==> src/rtl/bouncer_pkg.sv <==
// bouncer_pkg: playfield geometry defaults, FSM state encoding and centre helper.
// Rev 1.0
`default_nettype none

package bouncer_pkg;

  localparam int H_MAX_DEF      = 640;
  localparam int V_MAX_DEF      = 480;
  localparam int BALL_SIZE_DEF  = 8;
  localparam int PADDLE_X_DEF   = 20;
  localparam int PADDLE_LEN_DEF = 60;

  typedef enum logic [1:0] {
    ST_IDLE      = 2'd0,
    ST_MOVE      = 2'd1,
    ST_MISS_HOLD = 2'd2
  } state_t;

  function automatic logic [9:0] centre(input int span, input int size);
    return 10'((span - size) / 2);
  endfunction

endpackage

`default_nettype wire

==> src/rtl/tick_gen.sv <==
// tick_gen: free-running divider, tick high while the counter is all-ones.
// Rev 1.0
`default_nettype none

module tick_gen #(
  parameter int DIV_BITS = 17
) (
  input  logic clk,
  input  logic rst_n,
  output logic tick
);

  logic [DIV_BITS-1:0] cnt;

  always_ff @(posedge clk) begin
    if (!rst_n) cnt <= '0;
    else        cnt <= cnt + DIV_BITS'(1);
  end

  assign tick = &cnt;

endmodule

`default_nettype wire

==> src/rtl/ball_motion.sv <==
// ball_motion: Pong ball position/bounce engine with paddle hit test and miss hold-off.
// Rev 1.0
`default_nettype none

module ball_motion
  import bouncer_pkg::*;
#(
  parameter int DIV_BITS   = 17,
  parameter int H_MAX      = H_MAX_DEF,
  parameter int V_MAX      = V_MAX_DEF,
  parameter int BALL_SIZE  = BALL_SIZE_DEF,
  parameter int PADDLE_X   = PADDLE_X_DEF,
  parameter int PADDLE_LEN = PADDLE_LEN_DEF,
  parameter int STEP       = 1,
  parameter int HOLD_TICKS = 64
) (
  input  logic       clk,
  input  logic       rst_n,
  input  logic [9:0] linea1,
  input  logic       start,
  output logic [9:0] ball_x,
  output logic [9:0] ball_y,
  output logic       dir_x,
  output logic       dir_y,
  output logic       miss,
  output logic [3:0] misses,
  output logic       busy
);

  localparam logic [9:0] X_LIM    = 10'(H_MAX - BALL_SIZE);
  localparam logic [9:0] Y_LIM    = 10'(V_MAX - BALL_SIZE);
  localparam logic [9:0] X_CTR    = centre(H_MAX, BALL_SIZE);
  localparam logic [9:0] Y_CTR    = centre(V_MAX, BALL_SIZE);
  localparam logic [9:0] STEP_V   = 10'(STEP);
  localparam logic [9:0] PAD_X    = 10'(PADDLE_X);
  localparam logic [9:0] PAD_EDGE = 10'(PADDLE_X + STEP);
  localparam int         HOLD_W   = $clog2(HOLD_TICKS + 1);
  localparam logic [HOLD_W-1:0] HOLD_LAST = HOLD_W'(HOLD_TICKS - 1);

  state_t            state, state_nxt;
  logic              tick;
  logic [HOLD_W-1:0] hold_cnt;
  logic [9:0]        x_fwd, y_fwd;
  logic              at_paddle, hit, lose, hold_done;

  tick_gen #(.DIV_BITS(DIV_BITS)) u_tick (
    .clk  (clk),
    .rst_n(rst_n),
    .tick (tick)
  );

  assign x_fwd     = ball_x + STEP_V;
  assign y_fwd     = ball_y + STEP_V;
  assign at_paddle = !dir_x && (ball_x <= PAD_EDGE);
  // Paddle span is widened to 11 bits so a paddle near the bottom cannot wrap.
  assign hit       = ({1'b0, ball_y} + 11'(BALL_SIZE) > {1'b0, linea1}) &&
                     ({1'b0, ball_y} < {1'b0, linea1} + 11'(PADDLE_LEN));
  assign lose      = at_paddle && !hit;
  assign hold_done = (hold_cnt == HOLD_LAST);

  always_ff @(posedge clk) begin
    if (!rst_n) state <= ST_IDLE;
    else        state <= state_nxt;
  end

  always_comb begin
    state_nxt = state;
    case (state)
      ST_IDLE:      if (start)             state_nxt = ST_MOVE;
      ST_MOVE:      if (tick && lose)      state_nxt = ST_MISS_HOLD;
      ST_MISS_HOLD: if (tick && hold_done) state_nxt = ST_MOVE;
      default:                             state_nxt = ST_IDLE;
    endcase
  end

  always_comb begin
    busy = (state != ST_IDLE);
  end

  always_ff @(posedge clk) begin
    if (!rst_n) begin
      ball_x   <= X_CTR;
      ball_y   <= Y_CTR;
      dir_x    <= 1'b0;
      dir_y    <= 1'b1;
      miss     <= 1'b0;
      misses   <= 4'd0;
      hold_cnt <= '0;
    end else begin
      miss <= 1'b0;
      case (state)
        ST_IDLE: begin
          if (start) begin
            ball_x <= X_CTR;
            ball_y <= Y_CTR;
            dir_x  <= 1'b0;
            dir_y  <= 1'b1;
          end
        end
        ST_MOVE: begin
          if (tick) begin
            if (lose) begin
              // Position freezes; only the miss bookkeeping changes.
              miss     <= 1'b1;
              hold_cnt <= '0;
              if (misses != 4'hF) misses <= misses + 4'd1;
            end else begin
              if (dir_x) begin
                if (x_fwd >= X_LIM) begin
                  ball_x <= X_LIM;
                  dir_x  <= 1'b0;
                end else begin
                  ball_x <= x_fwd;
                end
              end else if (at_paddle) begin
                ball_x <= PAD_X;
                dir_x  <= 1'b1;
              end else begin
                ball_x <= ball_x - STEP_V;
              end

              if (dir_y) begin
                if (y_fwd >= Y_LIM) begin
                  ball_y <= Y_LIM;
                  dir_y  <= 1'b0;
                end else begin
                  ball_y <= y_fwd;
                end
              end else if (ball_y <= STEP_V) begin
                ball_y <= 10'd0;
                dir_y  <= 1'b1;
              end else begin
                ball_y <= ball_y - STEP_V;
              end
            end
          end
        end
        ST_MISS_HOLD: begin
          if (tick) begin
            if (hold_done) begin
              hold_cnt <= '0;
              ball_x   <= X_CTR;
              ball_y   <= Y_CTR;
              dir_x    <= 1'b0;
              dir_y    <= 1'b1;
            end else begin
              hold_cnt <= hold_cnt + HOLD_W'(1);
            end
          end
        end
        default: ;
      endcase
    end
  end

endmodule

`default_nettype wire

==> config.mk <==
export PLATFORM = sky130hd
export DESIGN_NAME = ball_motion
export DESIGN_NICKNAME = d
export VERILOG_FILES = /design/src/rtl/bouncer_pkg.sv /design/src/rtl/tick_gen.sv /design/src/rtl/ball_motion.sv
export SDC_FILE = /design/constraint.sdc
export NUM_CORES = 1
export LEC_CHECK = 0
export BUFFER_PORTS_ARGS = -buffer_cell sky130_fd_sc_hd__buf_4
export CORE_ASPECT_RATIO = 1.1
export CORE_MARGIN = 4
export CORE_UTILIZATION = 54
export CTS_BUF_LIST = sky130_fd_sc_hd__clkbuf_2 sky130_fd_sc_hd__clkbuf_4 sky130_fd_sc_hd__clkbuf_8
export DETAILED_ROUTE_END_ITERATION = 8
export PLACE_DENSITY = 0.77
export SLEW_MARGIN = 20
export SYNTH_ARGS = -nofsm -noshare
export SYNTH_HDL_FRONTEND = slang
export SYNTH_SLANG_ARGS = --single-unit
==> constraint.sdc <==
create_clock -name clk -period 3.05 [get_ports clk]
set_input_delay 0.305 -clock clk [delete_from_list [all_inputs] [get_ports clk]]
set_output_delay 0.305 -clock clk [all_outputs]
set_load 0.02 [all_outputs]
==> flow_summary.yaml, run 1 <==
clock_tree:
  cts_sinks: 53
  holdBufCountCts: 0
  numCtsBuffers: 5
  path_clk_slew_ns: 0.11
  clock_latency_ns: 0.32
  clockBufferDepth: 2
  cts_tree: "yes"
  cts-htree-levels: 2
  cts_root_buffer: "clkbuf_8"
logic_synthesis:
  synthFlopType: "dfxtp_1"
  syn-instance-count: 525
  async_flop_share_pct: 0
  synth_cell_types: 67
  yosysSeqAreaShare_pct: 26.1
  synth_top_cell_by_area: "dfxtp_1"
  yosysWarningCount: 0
  synth.cell_area_mm2: 0.00406
  synthTopCellsByArea: "dfxtp_1 26%, ha_1 9.6%, xnor2_1 5.8%"
  syn-num-nets: 569
  syn_area_per_cell_um2: 7.73
  synth-seq-cells: 53
  synth_edf_count: 0
  synth_top_area_share_pct: 26.1
timing:
  fmax_ghz: 0.324
  finalClockSkew_ns: 0.0126
  setup_viol: 2
  tightest_slew_ns: 0.624
  min_period_ns: 3.09
  setup_ws_ns: -0.0381
  relSlewSlack_pct: 58.1
  finalCritPeriodShare_pct: 101
  finalHoldViolations: 0
  maxSlewViolCount: 0
  holdWs_ns: 0.306
  rsz0062_at_grt: "yes"
worst_setup_path:
  end_kind: "register"
  worstPathRequired_ns: 3.31
  slowest_delay_ns: 0.54
  crit_fanout: 7
  crit_top_cell: "buf_6"
  slowest_stage: "or4_4"
  crit_chain: "buf_6 -> buf_6 -> nand3_2 -> xnor2_1 -> ha_1 -> nand4_1 -> a211oi_2 -> nor3b_4 -> a221oi_4 -> buf_12 -> o21bai_4 -> or4_4 -> a21oi_2"
  arrival_ns: 3.35
  start_kind: "register"
  worstSetupPathType: "register to register"
final_layout:
  n_fill_cell: 590
  utilization_pct: 70.3
  layout-drive-gt1-share_pct: 24.2
  area_delta_synth_final_pct: 24.2
  multiInputGateArea_mm2: 0.00294
  ff_latch_area_mm2: 0.00107
  final_common_cell: "buf_4"
  final_cell_mix: "87 x buf_4, 51 x nand2_1, 49 x dfxtp_1"
  diodes: 0
  final_nets: 643
floorplanning:
  rows: 32
  core_area_mm2: 0.00717
  initial_core_util_pct: 56.6
  io_pins: 41
  die_w_um: 90.7
  die_area_mm2: 0.00897
  die_h_um: 98.9
grt:
  grt_pass1_wl_mm: 18.1
  grt_pass1_vias: 3893
  track_usage_pct: 23.7
  grt_max_degree: 24
  grt_antenna_before_repair: 0
  overflow: 0
drt:
  drt.antenna.violating_nets: 0
  via_per_inst: 6.19
  drcViolationCount: 0
  wl_per_cell_um: 16.0
  vias: 4237
  drt-pass1-iter-count: 8
  wirelength_mm: 11.0
  drt_iter0_markers: 466
place:
  hpwl_mm: 7.80
  io_buffers: 40
  place_congestion: 0.916
pwr:
  p_leak_nw: 2.02
  p_per_area_mw_per_mm2: 271
  ir_drop_mv: 0.229
worst_hold_path:
  hp-class: "primary input to register"
run_status:
  status: "finished, violations left"
  violations: "negative setup slack"
run:
  drv_cap: 0
## path summary, 6_finish.rpt
check / start / endpoint / slack [ns] / depth (start not counted)
setup / recovery: ball_y[4]$_SDFFE_PN0P_ / ball_x[0]$_SDFFE_PN0P_ / -0.04 / 13
hold / removal: rst_n / ball_x[5]$_SDFFE_PN1P_ / 0.31 / 2
setup reg to reg: ball_y[4]$_SDFFE_PN0P_ / ball_x[0]$_SDFFE_PN0P_ / -0.04 / 13
hold reg to reg: u_tick.cnt[0]$_SDFF_PN0_ / u_tick.cnt[0]$_SDFF_PN0_ / 0.45 / 1
## cells by family after synthesis
logic type | synth area share [%]
simple gates | 27.6
compound gates | 21.7
buf+inv | 5.30
flops | 26.1
xor+xnor | 8.63
fa+ha+maj | 9.56
mux | 1.02
## flip-flops by register name, summed over array words and instances (netlist names)
name	flops
ball_x	10
ball_y	10
hold_cnt	7
miss	1
misses	4
dir_y	1
state	2
u_tick.cnt	17
dir_x	1
## final cells by class
type | instances | share of cell area, %
Multi-Input combinational cell | 419 | 58.4
Tap cell | 85 | 2.11
Timing Repair Buffer | 93 | 14.5
Inverter | 27 | 2.01
Clock inverter | 3 | 0.496
Clock buffer | 5 | 1.37
Sequential cell | 53 | 21.2
## power by group
group / total, mW / internal, mW / switching, mW
sequential: 0.715 / 0.699 / 0.0160
clock: 0.429 / 0.168 / 0.261
combinational: 0.223 / 0.106 / 0.117
## per-layer routing
metal / GRT usage (%) / up-vias / routed length [um]
li1: - / 2058 / -
met3: 4.43 / 15 / 683
met5: 0 / - / 0
met4: 5.06 / 0 / 150
met1: 31.2 / 2014 / 4730
met2: 40.3 / 150 / 5430
## Yosys cell counts (2+ instances only)
cell type,instances
a2111oi_0,2
a211o_1,3
a211oi_1,5
a21o_1,2
a21oi_1,38
a2bb2oi_1,2
a311oi_1,6
a31oi_1,7
a41oi_1,2
and2_1,6
and3_1,8
and4_1,3
buf_1,3
buf_2,3
clkbuf_1,17
dfxtp_1,53
ha_1,31
inv_1,26
mux2i_1,3
nand2_1,52
nand2b_1,10
nand3_1,31
nand3b_1,3
nand4_1,14
nand4b_1,2
nor2_1,37
nor2b_1,4
nor3_1,13
nor3b_1,4
nor4_1,4
o2111ai_1,2
o211a_1,3
o211ai_1,4
o21a_1,2
o21ai_0,27
o221ai_1,3
o22ai_1,3
o2bb2ai_1,4
o31a_1,2
or2_2,6
or3_1,7
or4_1,5
xnor2_1,27
xor2_1,13
## metrics by stage
stage	area, um^2	setup WS (ns)	std cells	setup TNS, ns	total power [mW]
floorplan	4070	0.00964	525	0	0.858
global placement	4690	-0.156	668	-1.58	0.923
detailed placement	4690	-0.305	668	-3.88	0.929
CTS	4910	0.00176	682	0	1.36
global route	5040	-0.186	685	-1.92	1.43
finish	5040	-0.0381	685	-0.0659	1.37
## critical path, delay by kind of cell (launching register included)
family,cells,cell delay (ns)
flops,1,0.38
buf+inv,3,0.39
compound gates,4,0.91
simple gates,4,0.86
xor+xnor,1,0.14
fa+ha+maj,1,0.34
## what timing repair did
action / in CTS / in global routing
pin swaps: 12 / 15
buffers inserted: 7 / 3
setup endpoints to repair: 10 / 25
gates cloned: 0 / 0
gates resized for setup: 15 / 25
Note: power is estimated with default switching activity, not from simulation.
==> run 2: changes to the inputs <==
CELL_PAD_IN_SITES_DETAIL_PLACEMENT = 0   (was default)
CELL_PAD_IN_SITES_GLOBAL_PLACEMENT = 1   (was default)
CORE_UTILIZATION = 41   (was 54)
PLACE_DENSITY = default   (was 0.77)
PLACE_DENSITY_LB_ADDON = 0.1   (was default)
==> run 2 against run 1 <==
  * The flow now finishes without violations
  * Die area grew 29%
  * Sequential share of layout area down 0.48 points
  * Count of clock-buffer cells in the layout up 1
  * Critical endpoint is now misses[2]$_SDFFE_PN0P_
  * Largest cell class unchanged
==> flow_summary.yaml, run 2 (same netlist as run 1, synthesis figures left out) <==
final_layout:
  top_register: "u_tick.cnt"
  final_nets: 652
  n_fill_cell: 904
  layout.cells.non_filler: 726
  final_common_cell: "buf_4"
  final_cell_mix: "94 x buf_4, 52 x nand2_1, 49 x dfxtp_1"
  reg_top3: "u_tick.cnt: 17 flops, ball_x: 10 flops, ball_y: 10 flops"
  layout-drive-gt1-share_pct: 24.8
  largest_reg_flops: 17
  area_delta_synth_final_pct: 27.4
  diodes: 0
drt:
  wl_per_cell_um: 15.5
  drcViolationCount: 0
  via_per_inst: 5.66
  drt.antenna.violating_nets: 0
  wirelength_mm: 11.3
  drt_iter0_markers: 279
  vias: 4106
  drt-pass1-iter-count: 5
timing:
  tightest_slew_ns: 0.628
  rsz0062_at_grt: "yes"
  maxSlewViolCount: 0
  fmax_ghz: 0.328
  holdWs_ns: 0.320
  finalClockSkew_ns: 0.0128
  tns_ns: 0
  setup_ws_ns: 0.000558
  min_period_ns: 3.05
  finalHoldViolations: 0
  finalCritPeriodShare_pct: 100
  setup_viol: 0
  relSlewSlack_pct: 57.7
grt:
  grt_antenna_before_repair: 0
  grt_pass1_vias: 3836
  grt_pass1_wl_mm: 19.0
  overflow: 0
  grt_max_degree: 24
  track_usage_pct: 19.7
clock_tree:
  cts_tree: "yes"
  numCtsBuffers: 5
  cts-htree-levels: 2
  clockBufferDepth: 2
  holdBufCountCts: 0
  cts_root_buffer: "clkbuf_8"
  path_clk_slew_ns: 0.11
  cts_sinks: 53
  clock_latency_ns: 0.32
worst_setup_path:
  worstPathRequired_ns: 3.31
  rr_worst_depth: 14
  worstSetupPathType: "register to register"
  crit_fanout: 4
  start_kind: "register"
  arrival_ns: 3.31
  end_kind: "register"
run:
  drv_cap: 0
pwr:
  p_per_area_mw_per_mm2: 268
  p_leak_nw: 2.09
  ir_drop_mv: 0.184
worst_hold_path:
  hold_depth: 2
  hp-class: "primary input to register"
place:
  io_buffers: 40
  hpwl_mm: 8.12
  pre_cts_slack_ns: -0.318
  place_congestion: 0.886
  dpl.cell_count: 706
floorplanning:
  io_pins: 41
  die_h_um: 112
  die_area_mm2: 0.0116
  die_w_um: 103
  rows: 37
  core_area_mm2: 0.00949
  initial_core_util_pct: 42.8
run_status:
  status: "finished clean"
==> run 2: metal layers <==
metal / vias up / share of wire [%] / global-route usage, % / wire [um]
met1: 1929 / 49 / 29.3 / 5560
met4: 0 / 0.87 / 3.97 / 98
met5: - / 0 / 0 / 0
li1: 2074 / - / - / -
met2: 95 / 46 / 30.7 / 5190
met3: 8 / 3.7 / 2.24 / 420
==> run 2: layout make-up <==
type	count	area [um^2]	area share (%)
clock inverter	2	17.5	0.339
tap	117	146	2.83
clock buffer	6	82.6	1.60
multi-input combinational	419	2950	57.0
sequential	53	1070	20.7
timing repair buffer	102	805	15.6
inverter	27	101	1.96
==> run 2: per-stage QoR <==
| stage | utilization (%) | total power [mW] | instance area, um^2 |
|---|---|---|---|
| floorplan | - | 0.858 | 4070 |
| global placement | 50.3 | 0.930 | 4770 |
| detailed placement | 50.3 | 0.932 | 4770 |
| CTS | 52.5 | 1.39 | 4980 |
| global route | 54.5 | 1.46 | 5170 |
| finish | 54.5 | 1.39 | 5170 |
==> run 2: what timing repair did <==
action,CTS,global route
endpoints found under the hold margin,0,0
buffers inserted,4,9
gates resized for setup,16,24
pin swaps,18,13
endpoints found under the setup margin,8,27
==> run 2: final timing paths <==
check | startpoint | to | slack [ns]
setup / recovery | ball_y[4]$_SDFFE_PN0P_ | misses[2]$_SDFFE_PN0P_ | 0.0006
setup reg to reg | ball_y[4]$_SDFFE_PN0P_ | misses[2]$_SDFFE_PN0P_ | 0.0006
hold reg to reg | hold_cnt[6]$_SDFFE_PN0P_ | hold_cnt[6]$_SDFFE_PN0P_ | 0.44
hold / removal | rst_n | ball_x[5]$_SDFFE_PN1P_ | 0.32
==> run 2: report_power, final <==
group	leakage [nW]	total [mW]	internal, mW	switching, mW
sequential	0.429	0.715	0.699	0.0161
clock	0.0518	0.443	0.189	0.254
combinational	1.61	0.230	0.110	0.119
total	2.09	1.39	0.998	0.389
==> run 2: critical path, cell delays in order (launching register included) <==
cell and delay (ns):
dfxtp_4 0.38, buf_6 0.10, buf_6 0.11, nand3_4 0.07, xnor2_2 0.13, ha_1 0.32, nand4_1 0.16, buf_4 0.18
nor3_4 0.15, a22o_1 0.20, a221oi_4 0.06, buf_4 0.16, or4_4 0.50, or3_4 0.35, a21oi_2 0.13
==> run 3: changes to the inputs <==
REMOVE_ABC_BUFFERS = 1   (was default)
==> run 3 against run 2 <==
  * Largest cell class unchanged
  * Maximum frequency grew 0.23%
  * Routed wire length grew 2.0%
  * Sequential cell count is the same
  * Final cell count grew 0.28%
  * Die area is the same
  * Global-route usage grew 0.11 points
  * Utilization grew 0.74 points
==> flow_summary.yaml, run 3 (same netlist as run 1, synthesis figures left out) <==
run_status:
  status: "finished clean"
worst_setup_path:
  worstSetupPathType: "register to register"
  slowest_stage: "or4_4"
  arrival_ns: 3.28
  crit_chain: "buf_6 -> and4_4 -> nand2_1 -> xnor2_1 -> ha_1 -> buf_4 -> nand3_2 -> nand2_2 -> nor3b_4 -> a221oi_4 -> buf_4 -> or4_4 -> or3_4 -> a21oi_2"
  end_kind: "register"
  crit_fanout: 4
  slowest_delay_ns: 0.49
  crit_top_cell: "buf_4"
  ff2ff_setup_slack_ns: 0.007
  start_kind: "register"
  worstPathRequired_ns: 3.29
run:
  drv_cap: 0
drt:
  drcViolationCount: 0
  wirelength_mm: 11.5
  drt.antenna.violating_nets: 0
  via_per_inst: 5.70
  vias: 4153
  wl_per_cell_um: 15.8
  drt_iter0_markers: 178
  drt-pass1-iter-count: 5
timing:
  finalCritPeriodShare_pct: 99.8
  setup_ws_ns: 0.00750
  tightest_slew_ns: 0.733
  min_period_ns: 3.04
  finalClockSkew_ns: 0.00852
  relSlewSlack_pct: 50.8
  maxSlewViolCount: 0
  rsz0062_at_grt: "yes"
  holdWs_ns: 0.343
  fmax_ghz: 0.329
  setup_viol: 0
  finalHoldViolations: 0
place:
  detailed_place.area_mm2: 0.00483
  place_congestion: 0.844
  hpwl_mm: 8.40
  io_buffers: 40
  dpl.cell_count: 714
  pre_cts_slack_ns: -0.379
final_layout:
  reg_top3: "u_tick.cnt: 17 flops, ball_x: 10 flops, ball_y: 10 flops"
  diodes: 0
  final_cell_mix: "93 x buf_4, 51 x dfxtp_1, 50 x nand2_1"
  largest_reg_flops: 17
  final_common_cell: "buf_4"
  layout.cells.non_filler: 728
  final_nets: 654
  top_register: "u_tick.cnt"
  n_fill_cell: 909
  area_delta_synth_final_pct: 29.1
  layout-drive-gt1-share_pct: 27.2
  fin_area_mm2: 0.00524
pwr:
  ir_drop_mv: 0.209
  p_per_area_mw_per_mm2: 260
  p_leak_nw: 2.08
  power.total_mw: 1.36
floorplanning:
  rows: 37
  io_pins: 41
  initial_core_util_pct: 42.8
  die_h_um: 112
  die_area_mm2: 0.0116
  core_area_mm2: 0.00949
  die_w_um: 103
clock_tree:
  cts-htree-levels: 2
  clock_latency_ns: 0.31
  path_clk_slew_ns: 0.10
  numCtsBuffers: 5
  cts_root_buffer: "clkbuf_8"
  cts_tree: "yes"
  clockBufferDepth: 2
  cts_sinks: 53
grt:
  grt_pass1_wl_mm: 19.1
  grt_max_degree: 24
  grt_pass1_vias: 3980
  track_usage_pct: 19.8
  grt_antenna_before_repair: 0
  overflow: 0
worst_hold_path:
  hp-class: "primary input to register"
-- run 3: cell types whose count changed in the layout (fill, tap and decap cells not counted), sizes merged --
cell      before  now
clkbuf         6    5
clkinvlp       0    1
buf          102  104
-- run 3: worst paths after layout --
| kind | from | to | depth (start not counted) |
|---|---|---|---|
| setup / recovery | ball_y[3]$_SDFFE_PN1P_ | misses[3]$_SDFFE_PN0P_ | 14 |
| hold / removal | rst_n | ball_x[8]$_SDFFE_PN1P_ | 2 |
| setup reg to reg | ball_y[3]$_SDFFE_PN1P_ | misses[3]$_SDFFE_PN0P_ | 14 |
| hold reg to reg | u_tick.cnt[0]$_SDFF_PN0_ | u_tick.cnt[0]$_SDFF_PN0_ | 1 |
-- run 3: stage by stage --
stage               TNS, ns  util [%]
CTS                       0      53.0
global placement      -6.52      50.9
finish                    0      55.2
detailed placement    -8.95      50.9
global route          -1.10      55.2
floorplan             -1.29         -
-- run 3: area by class of cell --
| type | instances | area, um^2 | share of cell area [%] |
|---|---|---|---|
| clock buffer | 5 | 68.8 | 1.31 |
| clock inverter | 3 | 21.3 | 0.406 |
| inverter | 27 | 101 | 1.93 |
| multi-input combinational | 419 | 3010 | 57.5 |
| sequential | 53 | 1070 | 20.3 |
| tap | 117 | 146 | 2.79 |
| timing repair buffer | 104 | 822 | 15.7 |
-- run 3: what timing repair did --
action / in CTS / in global routing
gates cloned: 0 / 0
pin swaps: 18 / 28
endpoints found under the setup margin: 29 / 31
hold buffers: 0 / 0
buffers inserted: 3 / 4
resized for setup: 22 / 46
-- run 3: routing by layer --
metal	vias to the layer above	track usage, %	routed length, um
met5	-	0	0
met4	0	4.32	151
met3	10	2.30	381
met2	92	33.0	5630
met1	1976	27.4	5330
li1	2075	-	-
-- run 3: critical path: cells and delay by family, from the launching register on --
| family | cells | cell delay (ns) |
|---|---|---|
| compound gates | 2 | 0.26 |
| xor+xnor | 1 | 0.13 |
| fa+ha+maj | 1 | 0.31 |
| buf+inv | 3 | 0.44 |
| flops | 1 | 0.39 |
| simple gates | 7 | 1.47 |
-- run 3: where the power goes --
group / internal (mW) / switching [mW]
clock network: 0.164 / 0.253
registers: 0.699 / 0.0156
logic: 0.111 / 0.122
